**src/rtl/hazard_tracker.sv**
```systemverilog
// Stall/forward decision logic for a 5-stage pipeline, tracking in-flight writers in E, M and W.
// Optional multdiv busy tracking is compiled in when HAZARD_TRACKER_MD_EN is defined.
module hazard_tracker #(
  parameter int unsigned ADDR_W = 5,
  parameter int unsigned NSRC   = 2,
  parameter int unsigned MD_LAT = 5
) (
  input  logic                     clk,
  input  logic                     reset,
  input  logic                     d_valid,
  input  logic [NSRC*ADDR_W-1:0]   d_src_addr,
  input  logic [NSRC*2-1:0]        d_src_tuse,
  input  logic                     d_regwrite,
  input  logic [ADDR_W-1:0]        d_dst_addr,
  input  logic [1:0]               d_dst_tnew,
  input  logic                     d_md_start,
  input  logic                     d_md_use,
  output logic                     stall,
  output logic [NSRC*2-1:0]        fwd_sel,
  output logic                     md_busy
);

  localparam int unsigned TW    = 2;
  localparam int unsigned CNT_W = 4;

  typedef struct packed {
    logic              valid;
    logic [ADDR_W-1:0] addr;
    logic [TW-1:0]     tnew;
  } rec_t;

  rec_t e_q, m_q, w_q;
  rec_t e_d, m_d, w_d;
  rec_t d_rec;
  logic hz_stall;
  logic md_stall;

  always_comb begin
    d_rec       = '0;
    d_rec.valid = d_valid && d_regwrite && (d_dst_addr != '0);
    d_rec.addr  = d_dst_addr;
    d_rec.tnew  = d_dst_tnew;
  end

  // Per-channel nearest-writer search; a younger match always shadows older ones.
  always_comb begin
    hz_stall = 1'b0;
    fwd_sel  = '0;
    for (int unsigned i = 0; i < NSRC; i++) begin
      logic [ADDR_W-1:0] src;
      logic [TW-1:0]     tuse;
      logic [TW-1:0]     near_tnew;
      logic [TW-1:0]     near_sel;
      logic              live;
      src       = d_src_addr[i*ADDR_W +: ADDR_W];
      tuse      = d_src_tuse[i*TW +: TW];
      live      = (src != '0) && (tuse != 2'd3);
      near_sel  = 2'd0;
      near_tnew = 2'd0;
      if (live && e_q.valid && (e_q.addr == src)) begin
        near_sel  = 2'd1;
        near_tnew = e_q.tnew;
      end else if (live && m_q.valid && (m_q.addr == src)) begin
        near_sel  = 2'd2;
        near_tnew = m_q.tnew;
      end else if (live && w_q.valid && (w_q.addr == src)) begin
        near_sel  = 2'd3;
        near_tnew = w_q.tnew;
      end
      if (near_sel != 2'd0) begin
        if (near_tnew > tuse) begin
          hz_stall = hz_stall | d_valid;
        end
        if (near_tnew == 2'd0) begin
          fwd_sel[i*TW +: TW] = near_sel;
        end
      end
    end
  end

  assign stall = !reset && (hz_stall || md_stall);

  always_comb begin
    w_d      = m_q;
    m_d      = e_q;
    m_d.tnew = (e_q.tnew != '0) ? e_q.tnew - TW'(1) : '0;
    e_d      = stall ? '0 : d_rec;
  end

  always_ff @(posedge clk or posedge reset) begin
    if (reset) begin
      e_q <= '0;
      m_q <= '0;
      w_q <= '0;
    end else begin
      e_q <= e_d;
      m_q <= m_d;
      w_q <= w_d;
    end
  end

`ifdef HAZARD_TRACKER_MD_EN
  logic [CNT_W-1:0] md_cnt_q, md_cnt_d;

  // A start only loads when it actually issues; a start while busy is held by md_stall.
  always_comb begin
    md_cnt_d = (md_cnt_q != '0) ? md_cnt_q - CNT_W'(1) : '0;
    if (d_valid && d_md_start && !stall) begin
      md_cnt_d = CNT_W'(MD_LAT);
    end
  end

  always_ff @(posedge clk or posedge reset) begin
    if (reset) begin
      md_cnt_q <= '0;
    end else begin
      md_cnt_q <= md_cnt_d;
    end
  end

  assign md_busy  = (md_cnt_q != '0);
  assign md_stall = d_valid && d_md_use && md_busy;
`else
  logic unused_md;

  assign unused_md = d_md_start ^ d_md_use ^ (MD_LAT == 0) ^ (CNT_W == 0);
  assign md_busy   = 1'b0;
  assign md_stall  = 1'b0;
`endif

endmodule

```
**config.mk**
```make
export PLATFORM = sky130hd
export DESIGN_NAME = hazard_tracker
export DESIGN_NICKNAME = d
export VERILOG_FILES = /design/src/rtl/hazard_tracker.sv
export SDC_FILE = /design/constraint.sdc
export NUM_CORES = 1
export LEC_CHECK = 0
export BUFFER_PORTS_ARGS = -buffer_cell sky130_fd_sc_hd__buf_2
export CORE_ASPECT_RATIO = 2
export CORE_MARGIN = 2
export CORE_UTILIZATION = 35
export DETAILED_ROUTE_END_ITERATION = 10
export PLACE_DENSITY = 0.59
export SLEW_MARGIN = 5
export SYNTH_ARGS = -nofsm -noshare
export SYNTH_HDL_FRONTEND = slang
export SYNTH_SLANG_ARGS = --single-unit
```
**constraint.sdc**
```tcl
create_clock -name clk -period 4.5 [get_ports clk]
set_clock_uncertainty 0.2 [all_clocks]
set_input_delay 0.675 -clock clk [delete_from_list [all_inputs] [get_ports clk]]
set_output_delay 0.675 -clock clk [all_outputs]
set_load 0.1 [all_outputs]
```
==> results.cfg <==
[outcome]
outcome = finished, final reports clean

[synthesis]
synthTopCellsByArea = dfrtp_1 42%, xnor2_1 17%, nand2_1 4.2%, ha_1 3.5%, and2_1 3.1%
synth_commonest_cells = 27 x xnor2_1, 24 x dfrtp_1, 16 x nand2_1
syn_inst = 142
ys_ff_latch = 24
async_flop_share_pct = 100
synthesis.area_um2 = 1430
yosysWarnings = 0
yosys.cell_count.top_type = xnor2_1
syn_avg_cell_area_um2 = 10.0
synth-main-ff-cell = dfrtp_1
synth-edff-count = 0
yosysTopAreaCellShare_pct = 42.1
synth_cell_types = 38
yosysSeqAreaShare_pct = 42.1
yosysTopAreaCell = dfrtp_1
syn_nets = 173

[layout]
area_growth_pct = 25.4
n_antenna_cell = 0
drive_gt1_share_pct = 31.5
fin_util_pct = 46.1
final_nets = 217

[route]
antenna_left = 0
drt_iter0_markers = 11
via_count = 1181
wirelength_um = 3290
dr.pass1.iters = 4
post_drt_wl_per_cell_um = 14.0
drc = 0
via_per_inst = 5.03

[clock_network]
cts_num_sinks = 24
cts_inserted_buffers = 3
clk_pin_slew_ns = 0.07
root_buffer = clkbuf_8
cts-hold-fix-buffers = 0
htreeDepth = 1
cts_tree = built
clk_path_buf_depth = 2
clk_latency_ns = 0.25

[setup_path]
crit_fanout = 4
crit_path_end_kind = primary output
cp-start-kind = input port
worstPathArrival_ns = 3.47
path_class = input port to primary output
crit_required_ns = 3.62

[floorplan]
coreArea_um2 = 3880
dieWidth_um = 49.1
die-area_um2 = 4630
dieHeight_um = 94.3
fp-row-count = 32
pin_count = 33
initial_core_util_pct = 36.7

[pwr]
power_mw = 0.437
power_density_nw_per_um2 = 245
ir_drop_uv = 209
p_leak_nw = 0.766

[global_route]
grt_start_max_net_pins = 27
grt_usage_pct = 15.8
antenna_found_initial = 0
grt_pass1_vias = 1225
grt_overflow_total = 0
grt_pass1_wl_um = 5580

[sta]
setup_violations = 0
worst_pin_slew_ns = 0.616
rsz0062_at_grt = no
fin_crit_sh_pct = 96.5
maxSlewViolCount = 0
period_needed_ns = 4.34
hold_viol = 0
setup_tns_ns = 0
max_freq_mhz = 230
relSlewSlack_pct = 58.3

[placed_design]
gp_congestion = 0.876
io_buffers = 29
dp_hpwl_um = 2880

[worst_hold_path]
hold_class = flop to flop

[job]
maxCapViolations = 0
critical path, stage by stage:
cell,delay [ns]
buf_2,0.14
or4_4,0.55
o21ai_4,0.19
nor3_2,0.08
or3b_1,0.36
a31oi_2,0.23
ha_1,0.27
nor2b_1,0.13
o21ai_0,0.30
o31a_2,0.22
inv_1,0.04
clkbuf_4,0.27
state kept, by name (all words and copies together), names as in the netlist:
name	cells
e_q	8
m_q	8
w_q	8
metal layers:
| metal | GRT usage [%] | part of all wire (%) | vias up |
|---|---|---|---|
| li1 | - | - | 581 |
| met1 | 15.6 | 36 | 559 |
| met2 | 29.8 | 56 | 29 |
| met3 | 1.43 | 2.5 | 12 |
| met4 | 11.4 | 5.2 | 0 |
| met5 | 0 | 0 | - |
placed cells by master, fill, tap and decap left out, types with 2 or more instances in the layout:
| cell | count |
|---|---|
| xnor2_1 | 27 |
| and2_1 | 7 |
| buf_2 | 28 |
| inv_1 | 7 |
| or4_1 | 3 |
| nor2b_1 | 2 |
| nor3_1 | 2 |
| nor4_2 | 2 |
| nand4_1 | 4 |
| nand3b_1 | 2 |
| nor3_2 | 3 |
| nand2_1 | 16 |
| clkbuf_8 | 3 |
| nor2_1 | 7 |
| dfrtp_1 | 24 |
| a211oi_2 | 2 |
| xor2_1 | 3 |
| ha_1 | 4 |
| buf_4 | 11 |
| a21oi_1 | 3 |
layout make-up:
type | count | area, um2
clock buffer | 3 | 41.3
tap | 51 | 63.8
inverter | 7 | 26.3
fill | 376 | 2090
multi-input combinational | 110 | 827
timing repair buffer | 40 | 230
sequential | 24 | 601
cell families after synthesis:
logic type,share of synthesized area (%)
xor+xnor,18.4
fa+ha+maj,3.51
compound gates,10.9
simple gates,22.5
buf+inv,2.37
flops,42.1
other cells,0.263
path summary, 6_finish.rpt:
path	from	to	slack [ns]	cells after the start
max reg2reg	e_q[5]	e_q[6]	1.37	11
min reg2reg	e_q[7]	m_q[7]	0.20	0
min in group asynchronous	reset	e_q[0]	0.25	3
min	e_q[7]	m_q[7]	0.20	0
max in group asynchronous	reset	m_q[2]	3.61	3
max	d_src_addr[6]	stall	0.16	12
power breakdown:
group,internal [mW],switching (mW)
clock network,0.0596,0.0579
logic,0.0365,0.0461
registers,0.227,0.0107
through the flow:
step	cell area, um2	setup slack, ns	std cells	hold slack (ns)
2_1_floorplan	1450	0.111	142	0.174
3_3_place_gp	1740	0.109	232	0.184
3_5_place_dp	1740	0.0952	232	0.192
4_1_cts	1780	0.0910	235	0.209
5_1_grt	1790	0.00435	235	0.219
6_report	1790	0.158	235	0.205
repair_timing:
action,4_1_cts,5_1_grt
setup endpoints to repair,0,1
resized for setup,0,4
buffers inserted,0,0
No activity file was read; power rests on OpenSTA's default activity.
